<file path="config.mk">
export PLATFORM = sky130hd
export DESIGN_NAME = alu_sequencer
export DESIGN_NICKNAME = d
export VERILOG_FILES = /design/src/rtl/alu_pkg.sv /design/src/rtl/seq_fifo.sv /design/src/rtl/alu_sequencer.sv
export SDC_FILE = /design/constraint.sdc
export NUM_CORES = 1
export LEC_CHECK = 0
export CORE_MARGIN = 4
export CORE_UTILIZATION = 45
export DETAILED_ROUTE_END_ITERATION = 7
export PLACE_DENSITY = 0.66
export RECOVER_POWER = 50
export SETUP_SLACK_MARGIN = 0.05
export SYNTH_ARGS = -nofsm -noshare
export SYNTH_HDL_FRONTEND = slang
export SYNTH_SLANG_ARGS = --single-unit
</file>
<file path="constraint.sdc">
create_clock -name clk -period 3.2 [get_ports clk]
set_input_delay 0.96 -clock clk [delete_from_list [all_inputs] [get_ports clk]]
set_output_delay 0.96 -clock clk [all_outputs]
set_load 0.03 [all_outputs]
</file>
<file path="src/rtl/alu_pkg.sv">
// Shared definitions for the ALU sequencer: FSM states, instruction field
// positions, the add opcode and the queued request payload.
package alu_pkg;

    localparam int unsigned INSTR_W   = 16;
    localparam int unsigned DATA_W    = 8;
    localparam int unsigned DEST_LSB  = 14;
    localparam int unsigned DEST_W    = 2;
    localparam int unsigned GROUP_LSB = 12;
    localparam int unsigned GROUP_W   = 2;
    localparam int unsigned OP_LSB    = 10;
    localparam int unsigned OP_W      = 2;
    localparam int unsigned NUM_DEST  = 4;

    // group 00, op 10 over instruction bits [13:10]
    localparam logic [GROUP_W+OP_W-1:0] ADD_OPCODE = 4'b0010;

    typedef enum logic [1:0] {
        IDLE = 2'd0,
        EXEC = 2'd1,
        RESP = 2'd2
    } state_t;

    typedef struct packed {
        logic [INSTR_W-1:0] instr;
        logic [DATA_W-1:0]  data0;
        logic [DATA_W-1:0]  data1;
    } req_t;

    localparam int unsigned REQ_W = $bits(req_t);

    function automatic logic [DEST_W-1:0] dest_of(input logic [INSTR_W-1:0] instr);
        return instr[DEST_LSB +: DEST_W];
    endfunction

    // group and op fields are contiguous, so compare them as one 4-bit code
    function automatic logic is_add(input logic [INSTR_W-1:0] instr);
        return instr[OP_LSB +: (GROUP_W + OP_W)] == ADD_OPCODE;
    endfunction

endpackage

</file>
<file path="src/rtl/seq_fifo.sv">
// Request queue: show-ahead FIFO with synchronous active-low reset.
// Ports: clk, rst_n; push/wr_data write side; pop/rd_data read side (rd_data
// is the current head); full/empty decoded from the occupancy count.
module seq_fifo #(
    parameter int unsigned WIDTH = 32,
    parameter int unsigned DEPTH = 4
) (
    input  logic             clk,
    input  logic             rst_n,
    input  logic             push,
    input  logic [WIDTH-1:0] wr_data,
    input  logic             pop,
    output logic [WIDTH-1:0] rd_data,
    output logic             full,
    output logic             empty
);

    localparam int unsigned PTR_W = $clog2(DEPTH);
    localparam int unsigned CNT_W = PTR_W + 1;

    logic [WIDTH-1:0] mem [DEPTH];
    logic [PTR_W-1:0] wr_ptr;
    logic [PTR_W-1:0] rd_ptr;
    logic [CNT_W-1:0] count;
    logic             do_push;
    logic             do_pop;

    assign full    = (count == CNT_W'(DEPTH));
    assign empty   = (count == '0);
    assign do_push = push && !full;
    assign do_pop  = pop && !empty;
    assign rd_data = mem[rd_ptr];

    // Pointers wrap naturally because DEPTH is a power of two.
    always_ff @(posedge clk) begin
        if (!rst_n) begin
            wr_ptr <= '0;
            rd_ptr <= '0;
            count  <= '0;
        end else begin
            if (do_push) wr_ptr <= wr_ptr + PTR_W'(1);
            if (do_pop)  rd_ptr <= rd_ptr + PTR_W'(1);
            case ({do_push, do_pop})
                2'b10:   count <= count + CNT_W'(1);
                2'b01:   count <= count - CNT_W'(1);
                default: count <= count;
            endcase
        end
    end

    // Storage needs no reset; occupancy alone defines validity.
    always_ff @(posedge clk) begin
        if (do_push) mem[wr_ptr] <= wr_data;
    end

endmodule

</file>
<file path="src/rtl/alu_sequencer.sv">
// Sequences queued instructions into an external ALU one at a time, captures
// the demuxed result, holds it as a response until accepted and keeps the
// per-destination result registers plus a sticky overflow flag.
// Ports: clk, rst_n; req_* request side (req_ready = queue not full);
// alu_* issue to / results from the ALU; rsp_* response handshake;
// res0..res3 result registers; sticky_ovf/flag_clr; busy.
module alu_sequencer
    import alu_pkg::*;
#(
    parameter int unsigned FIFO_DEPTH = 4
) (
    input  logic               clk,
    input  logic               rst_n,
    input  logic               req_valid,
    output logic               req_ready,
    input  logic [INSTR_W-1:0] req_instr,
    input  logic [DATA_W-1:0]  req_data0,
    input  logic [DATA_W-1:0]  req_data1,
    output logic [INSTR_W-1:0] alu_instruction,
    output logic [DATA_W-1:0]  alu_data0,
    output logic [DATA_W-1:0]  alu_data1,
    input  logic [DATA_W-1:0]  alu_out0,
    input  logic [DATA_W-1:0]  alu_out1,
    input  logic [DATA_W-1:0]  alu_out2,
    input  logic [DATA_W-1:0]  alu_out3,
    input  logic               alu_zero_flag,
    input  logic               alu_overflow,
    output logic               rsp_valid,
    input  logic               rsp_ready,
    output logic [DEST_W-1:0]  rsp_dest,
    output logic [DATA_W-1:0]  rsp_data,
    output logic               rsp_zero,
    output logic               rsp_ovf,
    output logic [DATA_W-1:0]  res0,
    output logic [DATA_W-1:0]  res1,
    output logic [DATA_W-1:0]  res2,
    output logic [DATA_W-1:0]  res3,
    output logic               sticky_ovf,
    input  logic               flag_clr,
    output logic               busy
);

    state_t            state;
    state_t            state_next;
    logic              pop;
    logic              capture;
    logic              fifo_full;
    logic              fifo_empty;
    req_t              push_word;
    req_t              head;
    logic [DEST_W-1:0] exec_dest;
    logic [DATA_W-1:0] sel_out;
    logic              exec_ovf;
    logic [DATA_W-1:0] res_q [NUM_DEST];

    assign push_word = {req_instr, req_data0, req_data1};
    assign req_ready = !fifo_full;
    assign busy      = (state != IDLE) || !fifo_empty;
    assign res0      = res_q[0];
    assign res1      = res_q[1];
    assign res2      = res_q[2];
    assign res3      = res_q[3];

    seq_fifo #(
        .WIDTH (REQ_W),
        .DEPTH (FIFO_DEPTH)
    ) u_fifo (
        .clk     (clk),
        .rst_n   (rst_n),
        .push    (req_valid),
        .wr_data (push_word),
        .pop     (pop),
        .rd_data (head),
        .full    (fifo_full),
        .empty   (fifo_empty)
    );

    // Result selection for the instruction currently presented to the ALU.
    assign exec_dest = dest_of(alu_instruction);
    assign exec_ovf  = is_add(alu_instruction) && alu_overflow;

    always_comb begin
        sel_out = alu_out0;
        case (exec_dest)
            2'd0:    sel_out = alu_out0;
            2'd1:    sel_out = alu_out1;
            2'd2:    sel_out = alu_out2;
            default: sel_out = alu_out3;
        endcase
    end

    // State register.
    always_ff @(posedge clk) begin
        if (!rst_n) state <= IDLE;
        else        state <= state_next;
    end

    // Next state, queue pop and result capture strobes.
    always_comb begin
        state_next = state;
        pop        = 1'b0;
        capture    = 1'b0;
        case (state)
            IDLE: begin
                if (!fifo_empty) begin
                    state_next = EXEC;
                    pop        = 1'b1;
                end
            end
            EXEC: begin
                state_next = RESP;
                capture    = 1'b1;
            end
            RESP: begin
                if (rsp_ready) begin
                    if (!fifo_empty) begin
                        state_next = EXEC;
                        pop        = 1'b1;
                    end else begin
                        state_next = IDLE;
                    end
                end
            end
            default: state_next = IDLE;
        endcase
    end

    // Issue registers, response registers, result file and sticky flag.
    always_ff @(posedge clk) begin
        if (!rst_n) begin
            alu_instruction <= '0;
            alu_data0       <= '0;
            alu_data1       <= '0;
            rsp_valid       <= 1'b0;
            rsp_dest        <= '0;
            rsp_data        <= '0;
            rsp_zero        <= 1'b0;
            rsp_ovf         <= 1'b0;
            sticky_ovf      <= 1'b0;
            for (int i = 0; i < int'(NUM_DEST); i++) res_q[i] <= '0;
        end else begin
            if (pop) begin
                alu_instruction <= head.instr;
                alu_data0       <= head.data0;
                alu_data1       <= head.data1;
            end
            if (capture) begin
                rsp_valid        <= 1'b1;
                rsp_dest         <= exec_dest;
                rsp_data         <= sel_out;
                rsp_zero         <= alu_zero_flag;
                rsp_ovf          <= exec_ovf;
                res_q[exec_dest] <= sel_out;
            end else if ((state == RESP) && rsp_ready) begin
                rsp_valid <= 1'b0;
            end
            // A new overflow takes priority over a simultaneous clear.
            if (capture && exec_ovf) sticky_ovf <= 1'b1;
            else if (flag_clr)       sticky_ovf <= 1'b0;
        end
    end

endmodule

</file>
==> results of run 1 <==
metrics by stage:
step / power, mW / hold slack [ns]
floorplan: 5.51 / 0.476
global placement: 6.63 / 0.443
detailed placement: 6.69 / 0.455
CTS: 9.18 / 0.463
global route: 9.47 / 0.481
finish: 9.00 / 0.458
logic make-up after synthesis:
family	share of synthesized area (%)
AOI/OAI and AO/OA	5.52
muxes	11.4
buffers and inverters	2.15
xor gates and xnor gates	0.215
DFF	72.3
and+or+nand+nor	7.40
adders and majority gates	1.01
flip-flops by register name, indices dropped and copies added (netlist names), 3 cells and up:
name	flops
u_fifo.mem	128
u_fifo.count	3
rsp_data	8
alu_data1	8
res_q	32
alu_instruction	16
alu_data0	8
routing by layer:
metal	wire (um)	up-vias	global-route usage, %
li1	-	2162	-
met1	7020	2295	21.4
met2	8750	159	30.6
met3	1370	33	4.15
met4	379	2	5.30
met5	11	-	0
final timing paths:
path,cells after the start,to,slack [ns]
worst max-delay path,3,busy,0.32
worst min-delay path,2,alu_data1[4],0.46
worst max register to register,8,u_fifo.count[2],0.77
worst min register to register,2,alu_data1[4],0.46
worst max-delay path: stages (launching register included):
cell and delay [ns]:
dfxtp_1 0.35, or3_1 0.39, or3_1 0.31, dlygate4sd2_1 0.37
synth_stat cells, types with 3 or more instances:
cell type	n	area share, %
ha_1	5	0.77
and2_1	25	1.9
nand2_1	43	2.0
a31o_1	3	0.32
nor2b_1	3	0.23
buf_2	11	0.67
o2bb2ai_1	32	3.4
mux4_1	5	1.6
edfxtp_1	160	59
nor2_1	3	0.14
mux4_2	35	9.7
a31o_2	5	0.54
or3_1	3	0.23
clkbuf_1	15	0.69
dfxtp_1	55	13
inv_1	7	0.32
a21oi_1	11	0.67
and3_1	10	0.77
and3_4	3	0.41
nand2b_1	6	0.46
o21ai_0	3	0.18
nor3_1	4	0.25
layout by cell type, fill, tap and decap left out, types with 10 or more instances in the layout:
cell type        count
edfxtp_1           160
clkdlybuf4s50_1    106
dfxtp_1             53
nand2_1             43
dlygate4sd3_1       41
mux4_2              35
o2bb2ai_1           32
clkbuf_16           23
and2_0              15
a21oi_1             11
and2_1              10
buf_4               10
power breakdown:
part / leakage, nW / total (mW) / switching, mW / internal, mW
Clock: 0.355 / 2.47 / 1.01 / 1.46
Combinational: 1.29 / 2.74 / 1.55 / 1.19
Sequential: 1.96 / 3.79 / 0.306 / 3.48
final cells by class:
type	instances	area, um^2	area share (%)
tap	225	282	2.65
clock buffer	28	624	5.87
clock inverter	13	86.3	0.812
inverter	7	26.3	0.247
timing repair buffer	167	1620	15.2
sequential	215	5910	55.5
multi-input combinational	218	2090	19.7
==> impl_results.md, run 1 <==
- # port buffers: 150
- Post-CTS Setup Repair Bufs: 0
- Post-Place Cells: between 800 and 900
- Max_cap viols: 0
- Dpl ws: 0.0775 ns
- Post-DRT Antenna Nets: 0
- Post-synthesis sequential area ratio: ~72%
- Final period util: 90.0%
- Clock latency on the worst-skew pair: around 0.5 ns
- Crit path from: u_fifo.count[0]
- Die Y: about 140 um
- Final Util: 60.7%
- Crit path kind: flop to primary output
- H-tree levels: 1
- Max frequency: roughly 350 MHz
- Share of layout cells above drive strength 1: 15.3%
- Die W: ~140 um
- Initial Util: a little under half
- Slack of the critical path: between 0.3 and 0.4 ns
- Minimum clock period: approximately 2.9 ns
- Worst setup SP type: flop
- Vias per inst: between 5 and 6
- Antenna violations before repair: 1
- Drt wl/cell: ~20 um
- Max-slew violations: 0
- DRC Markers: 0
- Hold crit path type: flop to flop
- Seq cells post-synth: 215
- Global-route wire length before repair: between 20,000 and 30,000 um
- Final Hold Vio Count: 0
- Layout fillers: between 1,000 and 1,500
- Crit end category: primary output
- PwrDens: roughly 850 mW/mm^2
- Post-DP Area: 0.00999 mm^2
- Rows: 48
- Syn Nets: 547
- Post-synth ARST share: 0%
- Crit path DAT: 1.92 ns
- Num ports: about 150
- Post-Syn Area per Cell: ~17 um^2
- Worst IR Drop VDD: slightly below 500 uV
- CTS tree: yes
- Die footprint: around 0.020 mm^2
- # resized after CTS: 1
- Vias in the first global route: 4,884
- Skew final: between 0.009 and 0.01 ns
- Routed WL: between 15,000 and 20,000 um
- Least-Margin Pin Slew: roughly 1.1 ns
- Clk slew on worst S/H paths: ~0.06 ns
- CTS Buffer Depth: 3
- Finished Cell Area: between 0.01 and 0.015 mm^2
- Grt total ovfl: 0
- Synth Flop Type: edfxtp_1
- Area Overhead vs Synth: 30.3%
- Final Net Count: roughly 700
- Cell Area, Synth: about 0.008 mm^2
- Via count: ~4,700
- Diodes inserted: 0
- RSZ-0062 raised after global routing: false
- Post-synth cell types: 39
- Hold-fix buffers at CTS: 0
- Post-synth EDFFs: 160
- Critical path peak fanout: 5
- Gr usage total: between 10% and 20%
- Placer Congestion: about 0.77
- Num CTS Buffers: 23
- RR Startpoint: u_fifo.count[0]
- Worst Path Required: between 2 and 2.5 ns
- Final setup vio count: 0
- Root Driver: clkbuf_16
- Pin count of the biggest net entering global routing: 36
- Yosys warns: 0
- Lkg Pwr: around 3.6 nW
- Rel. slew slack: roughly 28%
- Finished Layout Cells: roughly 870
- Sink Count: 215
- DRT Pass-1 Iters: 4
- Status: finished clean
- Post-Syn Instances: between 400 and 500
- Hold Crit Start: alu_data1[4]
- Post-DP HPWL: between 10,000 and 15,000 um
- Final setup TNS: 0 ns
- Iter 0 DRT Violations: 207
- Core Region: between 0.015 and 0.02 mm^2
Note: power is estimated with default switching activity, not from simulation.
==> run 2: changes to the inputs <==
Settings changed: CORE_MARGIN 4 to 2.
==> impl_results.md, run 2 (synthesis gave the netlist of run 1 again) <==
- Max_cap viols: 0
- Crit path from: u_fifo.count[2]
- Most common cell after layout, fill and taps aside: edfxtp_1
- Critical path peak fanout: 10
- Layout fillers: around 1,400
- Num CTS Buffers: 23
- Hold-fix buffers at CTS: 0
- Share of layout cells above drive strength 1: ~15%
- Cells along the critical path: or3b_2, clkdlybuf4s50_1
- Sink Count: about 220
- RR Startpoint: u_fifo.count[2]
- Slack of the critical path: roughly 0.16 ns
- Post-DRT Antenna Nets: 0
- Final Net Count: ~710
- Slowest cell on the critical path: clkdlybuf4s50_1
- Vias in the first global route: between 5,000 and 6,000
- Placer Congestion: 0.822
- Num ports: 151
- Largest registers: u_fifo.mem (128), res_q (32), alu_instruction (16)
- # resized after CTS: 1
- CP top delay family: buffers and inverters
- Least-Margin Pin Slew: between 1 and 1.5 ns
- Max-slew violations: 0
- Root Driver: clkbuf_16
- Diodes inserted: 0
- Crit end category: primary output
- Final setup TNS: 0 ns
- Max frequency: 329 MHz
- DRT met1 WL: about 7500 um
- Sequential share of power: about two fifths
- Final Hold Vio Count: 0
- Grt total ovfl: 0
- Worst setup SP type: flop
- Die Y: ~140 um
- Dpl ws: approximately 0.17 ns
- Lkg Pwr: 3.61 nW
- Commonest cells after routing, fill and taps aside: edfxtp_1, clkdlybuf4s50_1, dfxtp_1
- Clk slew on worst S/H paths: roughly 0.060 ns
- Detail Route met3 WL: about 1300 um
- Area Overhead vs Synth: 30.6%
- Die footprint: a little under 0.02 mm^2
- Clock power share: a little under 30%
- Drt wl/cell: approximately 20 um
- Max FFs per register: 128
- Crit path kind: flop to primary output
- CTS Buffer Depth: 3
- Worst Path Required: 2.24 ns
- Rel. slew slack: roughly 22%
- Design Power: just over 9 mW
- Met2 Wirelength: roughly 9000 um
- CTS tree: yes
- DRC Markers: 0
- Hold crit path type: flop to flop
- WP buf/inv: 1
- Logic pwr share: 29.3%
- Post-DP HPWL: between 10,000 and 15,000 um
- Final period util: around 95%
- RSZ-0062 raised after global routing: false
- Post-CTS Setup Repair Bufs: 0
- Status: finished clean
- Antenna violations before repair: 3
- Vias per inst: about 5.4
- Core Region: 0.0179 mm^2
- Post-DP Area: ~0.01 mm^2
- H-tree levels: 1
- Net switching power: around 2.9 mW
- P_int: approximately 6.3 mW
- Routed WL: approximately 18,000 um
- Die W: 139 um
- Pin count of the biggest net entering global routing: 35
- Final setup vio count: 0
- Top sig layer: met5
- Switching portion of total power: between 30% and 40%
- Finished Cell Area: roughly 0.011 mm^2
- Skew final: just under 0.008 ns
- Slowest stage delay, CP: 0.64 ns
- Minimum clock period: 3.04 ns
- Gr usage total: a little under a fifth
- Rows: between 40 and 50
- Via count: 4,756
- Hold Crit Start: alu_instruction[0]
- Iter 0 DRT Violations: approximately 180
- PwrDens: between 800 and 900 mW/mm^2
- Initial Util: 45.6%
- Largest Register: u_fifo.mem
- Global-route wire length before repair: about 28,000 um
- Crit path DAT: between 2 and 2.5 ns
- Clock latency on the worst-skew pair: 0.49 ns
- Worst IR Drop VDD: ~570 uV
- DRT Pass-1 Iters: 4
- # port buffers: 150
## run 2: changes by cell type in the layout (fill, tap and decap cells not counted), sizes merged
cell           change
dlygate4sd3        -1
clkdlybuf4s50      +2
dlymetal6s2s       -1
clkinv             -5
buf                -4
clkinvlp           +1
clkbuf             +4
bufinv             +3
## run 2: tightest hold or removal path, stage by stage (launching register included)
cell	delay [ns]
dfxtp_1	0.30
nand2_1	0.05
o2bb2ai_1	0.06
## run 2: final cells by class
class / count / area [um^2] / area share, %
clock inverter: 12 / 159 / 1.49
tap: 229 / 287 / 2.69
sequential: 215 / 5910 / 55.4
timing repair buffer: 166 / 1590 / 14.9
clock buffer: 29 / 618 / 5.80
multi-input combinational: 218 / 2080 / 19.5
inverter: 7 / 26.3 / 0.246
## run 2: layer usage
metal | global-route usage (%) | vias up
li1 | - | 2157
met1 | 23.9 | 2356
met3 | 4.18 | 35
met5 | 0 | -
met2 | 32.1 | 202
met4 | 5.48 | 6
## run 2: power groups by stage
stage	registers (mW)	clock network, mW	logic [mW]
6_report	3.81	2.70	2.70
5_1_grt	3.87	2.87	2.89
4_1_cts	3.82	2.75	2.82
3_5_place_dp	3.87	0	2.82
3_3_place_gp	3.86	0	2.79
2_1_floorplan	4.25	0	1.26
## run 2: worst paths after layout
kind	end	slack (ns)	depth (start not counted)
max	req_ready	0.16	2
min	alu_instruction[0]	0.46	2
max reg2reg	u_fifo.count[2]	0.84	8
min reg2reg	alu_instruction[0]	0.46	2
## run 2: through the flow
step / hold slack (ns) / utilization (%) / instances
after floorplan: 0.476 / - / 470
after global placement: 0.447 / 55.9 / 835
after detailed placement: 0.453 / 55.9 / 835
after CTS: 0.461 / 60.2 / 876
after global routing: 0.477 / 59.6 / 876
final: 0.457 / 59.6 / 876
==> run 3: changes to the inputs <==
Settings changed: SKIP_CTS_REPAIR_TIMING set to 1.
==> impl_results.md, run 3 (synthesis gave the netlist of run 1 again) <==
- Num CTS Buffers: 23
- Root Driver: clkbuf_16
- Gr usage total: 18.6%
- Clk slew on worst S/H paths: around 0.06 ns
- Diodes inserted: 0
- Path depth of the worst reg2reg path: 8
- Max frequency: about 330 MHz
- Skew final: 0.00800 ns
- Least-Margin Pin Slew: 1.17 ns
- Hold Crit Start: alu_instruction[0]
- Hold Crit Depth: 2
- Antenna violations before repair: 3
- Max-slew violations: 0
- Sink Count: ~220
- Status: finished clean
- Area Overhead vs Synth: 30.6%
- Slowest stage delay, CP: around 0.64 ns
- Rows: 49
- Crit Reg-Reg Endpoint: u_fifo.count[2]
- Vias per inst: around 5.4
- Post-DRT Antenna Nets: 0
- Crit path kind: flop to primary output
- Max FFs per register: 128
- Crit path DAT: between 2 and 2.5 ns
- Via count: approximately 4,800
- Worst setup SP type: flop
- Final Hold Vio Count: 0
- Clock latency on the worst-skew pair: around 0.5 ns
- Routed WL: around 18,000 um
- Lkg Pwr: around 3.6 nW
- Largest registers: u_fifo.mem (128), res_q (32), alu_instruction (16)
- Slowest cell on the critical path: clkdlybuf4s50_1
- Num ports: approximately 150
- Worst IR Drop VDD: between 500 and 600 uV
- Hold path endpoint: alu_instruction[0]
- Final period util: between 90% and 100%
- Drt wl/cell: 20.5 um
- P_int: 6.35 mW
- Die footprint: 0.0192 mm^2
- WP buf/inv: 1
- Worst Path Required: roughly 2.2 ns
- Most common cell after layout, fill and taps aside: edfxtp_1
- Final Net Count: between 700 and 800
- Vias in the first global route: roughly 5,000
- Max_cap viols: 0
- RSZ-0062 raised after global routing: false
- Sequential share of power: a little over 40%
- CP top delay family: buffers and inverters
- Iter 0 DRT Violations: between 150 and 200
- Cells along the critical path: or3b_2, clkdlybuf4s50_1
- PwrDens: 864 mW/mm^2
- CTS Buffer Depth: 3
- Hold crit path type: flop to flop
- Logic pwr share: 29.3%
- DRT Pass-1 Iters: 4
- Share of layout cells above drive strength 1: between 10% and 20%
- Largest Register: u_fifo.mem
- Final setup vio count: 0
- Clock power share: roughly 29%
- Post-DP HPWL: ~11,000 um
- Critical path peak fanout: 10
- H-tree levels: 1
- Switching portion of total power: a little under a third
- Pin count of the biggest net entering global routing: 35
- Crit end category: primary output
- Net switching power: around 2.9 mW
- Minimum clock period: slightly above 3 ns
- RR Startpoint: u_fifo.count[2]
- Global-route wire length before repair: ~28,000 um
- Final Util: between 50% and 60%
- # port buffers: 150
- Rel. slew slack: 21.5%
- Grt total ovfl: 0
- Placer Congestion: around 0.82
- Die W: about 140 um
- DRC Markers: 0
- R2r setup slk: about 0.84 ns
- Final setup TNS: 0 ns
- Commonest cells after routing, fill and taps aside: edfxtp_1, clkdlybuf4s50_1, dfxtp_1
- Initial Util: between 40% and 50%
- Core Region: about 0.018 mm^2
- CTS tree: yes
- Die Y: ~140 um
## run 3: per-layer routing
| metal | up-vias | global-route usage (%) | share of wire (%) |
|---|---|---|---|
| met5 | - | 0 | 0.23 |
| met4 | 6 | 5.48 | 2.1 |
| met3 | 35 | 4.18 | 6.9 |
| met2 | 198 | 32.1 | 49 |
| met1 | 2354 | 23.9 | 42 |
| li1 | 2157 | - | - |
## run 3: per-stage QoR
step | area (um^2) | hold WS, ns | setup WS, ns | std cells | total power, mW
detailed placement | 10000 | 0.453 | 0.165 | 835 | 6.69
global placement | 10000 | 0.447 | 0.257 | 835 | 6.65
floorplan | 8170 | 0.476 | 0.362 | 470 | 5.51
CTS | 10800 | 0.461 | 0.0494 | 876 | 9.40
global route | 10700 | 0.477 | 0.0866 | 876 | 9.64
finish | 10700 | 0.457 | 0.159 | 876 | 9.21
## run 3: area by class of cell
| class | count | area [um^2] |
|---|---|---|
| repair buffers | 166 | 1590 |
| inverters | 7 | 26.3 |
| clock inverters | 12 | 159 |
| flip-flops and latches | 215 | 5910 |
| clock buffers | 29 | 618 |
| multi-input cells | 218 | 2080 |
| fillers | 1383 | 7240 |
| well taps | 229 | 287 |
## run 3: power groups by stage
stage	clock network [mW]	registers, mW	logic (mW)
global route	2.87	3.87	2.89
floorplan	0	4.25	1.26
global placement	0	3.86	2.79
CTS	2.75	3.82	2.83
detailed placement	0	3.87	2.82
finish	2.70	3.81	2.70
## run 3: worst max path at each step
stage	startpoint	cells after the start	end
5_1_grt	u_fifo.count[2]	2	req_ready
6_report	u_fifo.count[2]	2	req_ready
2_1_floorplan	rsp_ready	9	u_fifo.count[2]
4_1_cts	u_fifo.count[2]	3	busy
3_5_place_dp	rsp_ready	9	u_fifo.count[2]
3_3_place_gp	rsp_ready	9	u_fifo.count[2]
## run 3: worst register-to-register path, cell delays in order (launching register included)
cell and delay (ns):
dfxtp_1 0.38, or3b_2 0.57, nand2_1 0.11, ha_1 0.19, inv_1 0.07, fa_1 0.37, xor2_1 0.16, or3_1 0.31
a21oi_1 0.14
